==> src/rtl/uart_tx_ctrl_if.sv <==
// Host-side handshake and serial-line bundle for the UART transmit sequencer.
// The host (master) requests frames; the sequencer (slave) drives the line and status.
interface uart_tx_ctrl_if;
    logic       SendReq;
    logic [7:0] DataIn;
    logic [1:0] ParityType;
    logic       StopBits;
    logic       DataLength;
    logic       TxOut;
    logic       Busy;
    logic       Done;

    modport master (
        output SendReq,
        output DataIn,
        output ParityType,
        output StopBits,
        output DataLength,
        input  TxOut,
        input  Busy,
        input  Done
    );

    modport slave (
        input  SendReq,
        input  DataIn,
        input  ParityType,
        input  StopBits,
        input  DataLength,
        output TxOut,
        output Busy,
        output Done
    );
endinterface

==> src/rtl/uart_tx_ctrl.sv <==
// UART transmit sequencer: latches a byte plus line config on request and serialises one
// frame (start, 7/8 data LSB first, optional parity, 1/2 stop) with all outputs from flops.
module uart_tx_ctrl #(
    parameter int unsigned CLKS_PER_BIT = 868,
    parameter int unsigned CNT_W        = 10
) (
    input logic           Clock,
    input logic           Reset,
    uart_tx_ctrl_if.slave bus
);

    typedef enum logic [2:0] {StIdle, StStart, StData, StParity, StStop} stateT;

    stateT            stateQ, stateD;
    logic [CNT_W-1:0] cntQ, cntD;
    logic [2:0]       bitIdxQ, bitIdxD;
    logic [7:0]       dataQ, dataD;
    logic             parityBitQ, parityBitD;
    logic             parityEnQ, parityEnD;
    logic             twoStopQ, twoStopD;
    logic             eightBitQ, eightBitD;
    logic             txOutQ, txOutD;
    logic             busyQ, busyD;
    logic             doneQ, doneD;

    logic             terminal;
    logic [7:0]       activeData;

    assign terminal   = (cntQ == CNT_W'(CLKS_PER_BIT - 1));
    assign activeData = bus.DataLength ? bus.DataIn : {1'b0, bus.DataIn[6:0]};

    // State register; outputs are registered from next-state values so TxOut leads no logic.
    always_ff @(posedge Clock) begin
        if (Reset) begin
            stateQ     <= StIdle;
            cntQ       <= '0;
            bitIdxQ    <= '0;
            dataQ      <= '0;
            parityBitQ <= 1'b0;
            parityEnQ  <= 1'b0;
            twoStopQ   <= 1'b0;
            eightBitQ  <= 1'b0;
            txOutQ     <= 1'b1;
            busyQ      <= 1'b0;
            doneQ      <= 1'b0;
        end else begin
            stateQ     <= stateD;
            cntQ       <= cntD;
            bitIdxQ    <= bitIdxD;
            dataQ      <= dataD;
            parityBitQ <= parityBitD;
            parityEnQ  <= parityEnD;
            twoStopQ   <= twoStopD;
            eightBitQ  <= eightBitD;
            txOutQ     <= txOutD;
            busyQ      <= busyD;
            doneQ      <= doneD;
        end
    end

    always_comb begin
        stateD     = stateQ;
        cntD       = cntQ;
        bitIdxD    = bitIdxQ;
        dataD      = dataQ;
        parityBitD = parityBitQ;
        parityEnD  = parityEnQ;
        twoStopD   = twoStopQ;
        eightBitD  = eightBitQ;

        if (stateQ != StIdle) begin
            cntD = terminal ? '0 : cntQ + CNT_W'(1);
        end

        unique case (stateQ)
            StIdle: begin
                cntD    = '0;
                bitIdxD = '0;
                if (bus.SendReq) begin
                    dataD      = activeData;
                    eightBitD  = bus.DataLength;
                    twoStopD   = bus.StopBits;
                    parityEnD  = (bus.ParityType == 2'b01) || (bus.ParityType == 2'b10);
                    // Odd parity sets the bit when the data holds an even number of ones.
                    parityBitD = (bus.ParityType == 2'b01) ? ~(^activeData) : ^activeData;
                    stateD     = StStart;
                end
            end
            StStart: begin
                if (terminal) begin
                    stateD = StData;
                end
            end
            StData: begin
                if (terminal) begin
                    if (bitIdxQ == (eightBitQ ? 3'd7 : 3'd6)) begin
                        bitIdxD = '0;
                        stateD  = parityEnQ ? StParity : StStop;
                    end else begin
                        bitIdxD = bitIdxQ + 3'd1;
                    end
                end
            end
            StParity: begin
                if (terminal) begin
                    stateD = StStop;
                end
            end
            StStop: begin
                // Bit index is reused to count the second stop bit.
                if (terminal) begin
                    if (twoStopQ && (bitIdxQ == 3'd0)) begin
                        bitIdxD = 3'd1;
                    end else begin
                        bitIdxD = '0;
                        stateD  = StIdle;
                    end
                end
            end
            default: begin
                stateD = StIdle;
            end
        endcase
    end

    always_comb begin
        txOutD = 1'b1;
        unique case (stateD)
            StIdle:   txOutD = 1'b1;
            StStart:  txOutD = 1'b0;
            StData:   txOutD = dataD[bitIdxD];
            StParity: txOutD = parityBitD;
            StStop:   txOutD = 1'b1;
            default:  txOutD = 1'b1;
        endcase
        busyD = (stateD != StIdle);
        doneD = (stateQ == StStop) && (stateD == StIdle);
    end

    assign bus.TxOut = txOutQ;
    assign bus.Busy  = busyQ;
    assign bus.Done  = doneQ;

endmodule

==> src/flat_wrapper.sv <==
// flat-port wrapper written by rule: the top's interface ports become plain ports
module uart_tx_ctrl_flat 
#(
    parameter int unsigned CLKS_PER_BIT = 868,
    parameter int unsigned CNT_W        = 10
)
  (Clock, Reset, bus_SendReq, bus_DataIn, bus_ParityType, bus_StopBits, bus_DataLength, bus_TxOut, bus_Busy, bus_Done);
  uart_tx_ctrl_if bus_i ();
  input logic Clock;
  input logic Reset;
  input wire logic [$bits(bus_i.SendReq)-1:0] bus_SendReq;
  input wire logic [$bits(bus_i.DataIn)-1:0] bus_DataIn;
  input wire logic [$bits(bus_i.ParityType)-1:0] bus_ParityType;
  input wire logic [$bits(bus_i.StopBits)-1:0] bus_StopBits;
  input wire logic [$bits(bus_i.DataLength)-1:0] bus_DataLength;
  output wire logic [$bits(bus_i.TxOut)-1:0] bus_TxOut;
  output wire logic [$bits(bus_i.Busy)-1:0] bus_Busy;
  output wire logic [$bits(bus_i.Done)-1:0] bus_Done;
  assign bus_i.SendReq = bus_SendReq;
  assign bus_i.DataIn = bus_DataIn;
  assign bus_i.ParityType = bus_ParityType;
  assign bus_i.StopBits = bus_StopBits;
  assign bus_i.DataLength = bus_DataLength;
  assign bus_TxOut = bus_i.TxOut;
  assign bus_Busy = bus_i.Busy;
  assign bus_Done = bus_i.Done;
  uart_tx_ctrl #(.CLKS_PER_BIT(CLKS_PER_BIT), .CNT_W(CNT_W)) u_core (.Clock(Clock), .Reset(Reset), .bus(bus_i));
endmodule
==> config.mk <==
export PLATFORM = sky130hd
export DESIGN_NAME = uart_tx_ctrl_flat
export DESIGN_NICKNAME = d
export VERILOG_FILES = /design/src/rtl/uart_tx_ctrl_if.sv /design/src/rtl/uart_tx_ctrl.sv /design/src/flat_wrapper.sv
export SDC_FILE = /design/constraint.sdc
export NUM_CORES = 1
export LEC_CHECK = 0
export ABC_AREA = 1
export BUFFER_PORTS_ARGS = -buffer_cell sky130_fd_sc_hd__buf_2
export CAP_MARGIN = 20
export CORE_MARGIN = 2
export CORE_UTILIZATION = 50
export CTS_CLUSTER_DIAMETER = 200
export DETAILED_ROUTE_END_ITERATION = 8
export HOLD_SLACK_MARGIN = 0.1
export PLACE_DENSITY = 0.7
export SYNTH_ARGS = -nofsm -noshare
export SYNTH_HDL_FRONTEND = slang
export SYNTH_SLANG_ARGS = --single-unit
==> constraint.sdc <==
create_clock -name Clock -period 3.4 [get_ports Clock]
set_clock_uncertainty 0.1 [all_clocks]
set_input_delay 0.51 -clock Clock [delete_from_list [all_inputs] [get_ports Clock]]
set_output_delay 0.51 -clock Clock [all_outputs]
set_load 0.005 [all_outputs]
==> results of run 1 <==
[final cells by class]
| class | count | area, um2 |
|---|---|---|
| Fill cell | 294 | 1270 |
| Multi-Input combinational cell | 158 | 845 |
| Sequential cell | 31 | 621 |
| Inverter | 35 | 134 |
| Timing Repair Buffer | 17 | 85.1 |
| Tap cell | 44 | 55.1 |
| Clock buffer | 6 | 41.3 |
| Clock inverter | 1 | 30.0 |
[metrics by stage]
step / total power [mW] / cells
5_1_grt: 0.787 / 292
2_1_floorplan: 0.462 / 227
6_report: 0.747 / 292
3_3_place_gp: 0.486 / 285
3_5_place_dp: 0.488 / 285
4_1_cts: 0.758 / 292
[power by group]
| group | internal (mW) | total [mW] | leakage, nW | switching [mW] |
|---|---|---|---|---|
| Sequential | 0.378 | 0.384 | 0.253 | 0.00643 |
| Clock | 0.151 | 0.267 | 0.0383 | 0.116 |
| Combinational | 0.0375 | 0.0949 | 0.545 | 0.0574 |
[registers in the layout (all words and copies together) (netlist names)]
register           flops
u_core.cntQ           10
u_core.bus.Done        1
u_core.bus.Busy        1
u_core.twoStopQ        1
u_core.dataQ           8
u_core.bitIdxQ         3
u_core.bus.TxOut       1
u_core.eightBitQ       1
u_core.stateQ          3
u_core.parityBitQ      1
u_core.parityEnQ       1
[worst max-delay path: cells and delay by family, from the launching register on]
| family | cells | cell delay (ns) |
|---|---|---|
| AOI/OAI and AO/OA | 1 | 0.11 |
| buffers and inverters | 1 | 0.07 |
| DFF | 1 | 0.37 |
| and+or+nand+nor | 11 | 1.24 |
[logic make-up after synthesis]
group / Yosys count / synth area share
AO/OA/AOI/OAI: 27 / 0.0951
XOR/XNOR: 10 / 0.0541
adder cells (fa/ha/maj): 4 / 0.0309
buffers and inverters: 38 / 0.0944
flip-flops: 31 / 0.384
multiplexers: 4 / 0.0247
AND/OR/NAND/NOR: 113 / 0.317
[cells in the final DEF, fill, tap and decap left out]
cell type,count
xnor2_1,6
nor3_1,4
nand2_1,42
nor3_2,1
buf_2,17
bufinv_16,1
a41oi_1,1
inv_1,30
or2_2,1
nand3_2,1
nand3_1,19
or2_0,1
o21ai_1,5
o21bai_1,1
nor4_1,2
dfxtp_1,31
inv_4,1
nor2_1,29
or2_1,2
o21ai_0,3
nand2_2,4
o2111ai_1,1
a21oi_1,12
o21a_1,3
inv_2,4
nand4_1,3
nor2_4,1
nor2_2,3
clkbuf_1,1
o22ai_1,1
clkbuf_4,5
mux2i_1,4
xor2_1,4
ha_1,4
[per-layer routing]
layer  GRT usage  vias up  share of wire
met5           0        -              0
met4      0.0621        0         0.0088
met3      0.0618        4          0.055
met2       0.280       35           0.43
met1       0.283      647           0.51
li1            -      768              -
[worst min-delay path by stage]
stage,to,slack (ns),cells past startpoint
after floorplan,u_core.cntQ[0]$_SDFFE_PP0P_,0.32,1
after global placement,u_core.cntQ[0]$_SDFFE_PP0P_,0.33,1
after detailed placement,u_core.cntQ[0]$_SDFFE_PP0P_,0.34,1
after CTS,u_core.twoStopQ$_SDFFE_PP0P_,0.31,3
after global routing,u_core.twoStopQ$_SDFFE_PP0P_,0.32,3
final,u_core.twoStopQ$_SDFFE_PP0P_,0.32,3
==> key figures, run 1 <==
Synthesis
  – Syn Nets: 246
  – Post-synth ARST share: 0
  – Syn Area/Cell: 7.13 um2
  – Sequential fraction of the synthesis area: 0.384
  – Post-synth top area share: 0.384
  – Register bit total from synthesis: 31
  – Most common flop cell mapped by yosys: dfxtp_1
  – Commonest cells in the netlist: nand2_1, dfxtp_1, inv_1, nor2_1, nand3_1
  – Post-synth EDFFs: 0
  – Cell with the most instances after synthesis: nand2_1
  – YS warnings: 0
  – Ranking of synthesized cells by area: dfxtp_1, nand2_1, inv_1
  – Unique masters post-synth: 32
  – Mapped cell area: 1620 um2
  – Leading area contributor after synthesis: dfxtp_1
  – Post-Synthesis Cells: 227

Setup path
  – Worst Path Max Fanout: 13
  – CP endpoint kind: flip-flop
  – Setup Crit Path Kind: reg2reg
  – Arrival @ worst endpoint: 2.12 ns
  – Reg2Reg Setup Slack: 1.41 ns
  – Startpoint Class: flip-flop
  – Most common cell on crit path: nand2_1
  – Critical Path End: u_core.bus.TxOut$_SDFF_PP1_
  – CP max-delay cell: dfxtp_1
  – Max incr delay on CP: 0.37 ns
  – R2r startpoint: u_core.stateQ[0]$_SDFF_PP0_
  – Crit path launch: u_core.stateQ[0]$_SDFF_PP0_
  – Worst flop-to-flop path endpoint: u_core.bus.TxOut$_SDFF_PP1_
  – Req. time, crit path: 3.53 ns
  – Crit path cell chain: nor2_2, inv_2, nor2_4, nand2_2, or2_1, o21ai_1, nand3_1, nand3_1, nand2_1, nand2_1, nand3_1, nand2_1, nand2_1
  – R2R cell count: 13

Die
  – Initial cell density of the core: 0.526
  – Core area: 3080 um2
  – Cell Rows: 20
  – Die W: 60.9 um
  – I/O pins: 18
  – Die area: 3710 um2
  – Die H: 60.9 um

Detailed routing
  – Residual DRC: 0
  – Vias/cell: 4.98
  – Final WL: 3200 um
  – Mean routed wirelength per cell: 10.9 um
  – Vias: 1454
  – Routed Antenna Nets: 0
  – DR iter-0 viols: 83
  – Iteration count of the initial detailed-routing pass: 4

Finish
  – ANT cells: 0
  – Nets@finish: 267
  – Final core utilization: 0.588
  – Layout Cell Area excl Fill: 1810 um2
  – Share of cells above drive strength 1: 0.157
  – Area delta synth->final: 11.9%

Run status
  – Run status: completed

Placement
  – GP Congestion: 0.871
  – Detailed Place HPWL: 2460 um
  – Placed Area: 1740 um2
  – Port Buf Inserts: 17
  – Pre-CTS setup slack: 1.44 ns

Clock tree
  – Longest Clk Path Bufs: 2
  – Hold-fix buffers at CTS: 0
  – CTS clk-pin slew, worst paths: 0.09 ns
  – CTS Buf Count: 5
  – Post-CTS Resized: 0
  – Clk Latency, worst-skew pair: 0.33 ns
  – Post-CTS Setup Bufs: 0
  – CTS tree: yes
  – Number of H-tree levels: 2
  – Sink Count: 31
  – Root Buffer: clkbuf_4

Timing
  – Pins Over Slew Limit: 0
  – Final worst setup slack: 1.41 ns
  – Period minus WS final: 1.99 ns
  – WHS: 0.322 ns
  – Final Hold Vio Count: 0
  – Part of the cycle the worst path needs: 0.584
  – RSZ-0062 raised after global routing: no
  – Slew @ Worst Pin: 0.341 ns
  – Achievable Freq: 0.503 GHz
  – Slew Limit Headroom: 0.773
  – Setup TNS after final layout: 0 ns
  – Final Setup Violations: 0

GRT
  – Total track usage: 0.197
  – Total grt overflow: 0
  – Number of global-route vias before repair: 1247
  – First-pass GRT wire length: 5400 um
  – Initial antenna violation count: 0
  – Largest net degree at the start of global routing: 19

Flow run
  – Max-cap violations: 0

Worst hold path
  – Worst min-delay path startpoint: bus_StopBits
  – Hold Crit Class: in2reg

Power and ir drop
  – Power Dens Cells: 412 nW/um2
  – Peak VDD IR: 0.261 mV
  – Leak: 0.836 nW
(Power assumes the default switching activity.)
==> inputs of run 2 (changes only) <==
- clock period: 3.4 -> 2 ns (I/O delays scaled with it)
==> key figures, run 2 (same netlist as run 1, synthesis figures left out) <==
Detailed routing
  – Final WL: 3410 um
  – DR iter-0 viols: 90
  – Vias: 1508
  – Mean routed wirelength per cell: 11.3 um
  – Iteration count of the initial detailed-routing pass: 4
  – Vias/cell: 5.01
  – Residual DRC: 0
  – Routed Antenna Nets: 0

Setup path
  – Crit path launch: u_core.stateQ[0]$_SDFF_PP0_
  – CP endpoint kind: flip-flop
  – Arrival @ worst endpoint: 2.03 ns
  – Worst Path Max Fanout: 4
  – Req. time, crit path: 2.19 ns
  – Startpoint Class: flip-flop
  – R2R cell count: 12
  – Setup Crit Path Kind: reg2reg
  – R2r startpoint: u_core.stateQ[0]$_SDFF_PP0_
  – Worst flop-to-flop path endpoint: u_core.cntQ[9]$_SDFFE_PP0P_
  – Reg2Reg Setup Slack: 0.16 ns
  – Critical Path End: u_core.cntQ[9]$_SDFFE_PP0P_

Clock tree
  – Root Buffer: clkbuf_4
  – CTS Buf Count: 5
  – Number of H-tree levels: 2
  – CTS tree: yes
  – Sink Count: 31
  – CTS clk-pin slew, worst paths: 0.10 ns
  – Longest Clk Path Bufs: 2
  – Clk Latency, worst-skew pair: 0.34 ns

Die
  – Initial cell density of the core: 0.526
  – Die area: 3710 um2
  – I/O pins: 18
  – Die H: 60.9 um
  – Cell Rows: 20
  – Die W: 60.9 um
  – Core area: 3080 um2

GRT
  – Number of global-route vias before repair: 1255
  – Grt met3 use: 0.0789
  – Met2 Track Usage GR: 0.289
  – Largest net degree at the start of global routing: 17
  – Total track usage: 0.211
  – First-pass GRT wire length: 5660 um
  – Met1 Usage GRT: 0.300
  – Total grt overflow: 0
  – Initial antenna violation count: 0
  – Most Used Layer, Global Route: met1

Placement
  – Dpl cells: 289
  – Port Buf Inserts: 17
  – GP Congestion: 0.877
  – Detailed Place HPWL: 2560 um

Timing
  – Slew @ Worst Pin: 0.357 ns
  – Slew Limit Headroom: 0.760
  – Setup TNS after final layout: 0 ns
  – Final Setup Violations: 0
  – Part of the cycle the worst path needs: 0.921
  – Pins Over Slew Limit: 0
  – Achievable Freq: 0.543 GHz
  – Final Hold Vio Count: 0
  – WHS: 0.140 ns
  – Period minus WS final: 1.84 ns

Finish
  – Share of cells above drive strength 1: 0.222
  – Area delta synth->final: 17.9%
  – Most common cell after layout, fill and taps aside: nand2_1
  – ANT cells: 0
  – Most frequent cells in the layout: nand2_1, inv_1, nor2_1
  – Fill count: 274
  – Nets@finish: 276
  – Regs by FF count: u_core.cntQ (10), u_core.dataQ (8)
  – Largest register by flop count: u_core.cntQ
  – Final cell count without fillers: 301
  – Largest register FFs: 10

Run status
  – Run status: completed

Flow run
  – Max-cap violations: 0

Power and ir drop
  – Peak VDD IR: 0.454 mV
  – Pwr Total: 1.21 mW
  – Leak: 0.887 nW
  – Power Dens Cells: 636 nW/um2

Worst hold path
  – Hold Crit Class: in2reg
## run 2: power by group
group	switching [mW]	total (mW)	internal [mW]
Clock	0.218	0.381	0.163
Combinational	0.103	0.178	0.0754
Sequential	0.0116	0.654	0.643
Total	0.332	1.21	0.881
## run 2: routing by layer
layer,share of wire,wire length [um],vias up
met5,0,0,-
met4,0.021,70,0
met3,0.051,174,8
met2,0.40,1380,41
met1,0.53,1790,667
li1,-,-,792
## run 2: through the flow
stage / area, um2 / util / worst slack [ns]
6_report: 1910 / 0.620 / 0.158
5_1_grt: 1910 / 0.620 / -0.0342
3_5_place_dp: 1770 / 0.575 / 0.0242
3_3_place_gp: 1770 / 0.575 / -0.0277
4_1_cts: 1850 / 0.600 / 0.0373
2_1_floorplan: 1620 / - / 0.285
## run 2: how the worst min path moves through the flow
stage	startpoint	to	slack, ns	cells past startpoint
floorplan	u_core.cntQ[0]$_SDFFE_PP0P_	u_core.cntQ[0]$_SDFFE_PP0P_	0.32	1
global placement	u_core.cntQ[0]$_SDFFE_PP0P_	u_core.cntQ[0]$_SDFFE_PP0P_	0.34	1
detailed placement	u_core.cntQ[0]$_SDFFE_PP0P_	u_core.cntQ[0]$_SDFFE_PP0P_	0.35	1
CTS	bus_DataIn[6]	u_core.dataQ[6]$_SDFF_PP0_	0.14	3
global route	bus_DataIn[6]	u_core.dataQ[6]$_SDFF_PP0_	0.15	3
finish	bus_DataIn[6]	u_core.dataQ[6]$_SDFF_PP0_	0.14	3
## run 2: critical path, cell delays in order (launching register included)
cell and delay [ns]:
dfxtp_1 0.42, nor2_2 0.06, inv_2 0.07, nor2_4 0.04, buf_4 0.14, nor2_1 0.15
inv_1 0.07, nor2_2 0.17, inv_1 0.07, nor3_2 0.14, nand2_1 0.09, a21oi_1 0.14
o21a_1 0.13
## run 2: cell type report
type,instances,area (um2),area share
Clock buffer,6,51.3,0.0269
Clock inverter,1,5.00,0.00262
Inverter,35,134,0.0702
Multi-Input combinational cell,158,881,0.462
Sequential cell,31,624,0.327
Tap cell,44,55.1,0.0289
Timing Repair Buffer,26,158,0.0826
## run 2: timing repair
item / 4_1_cts / 5_1_grt
resized for setup: 1 / 12
setup buffers: 0 / 3
hold endpoints to repair: 2 / 0
pin swaps: 0 / 2
hold buffers: 2 / 0
endpoints found under the setup margin: 1 / 3
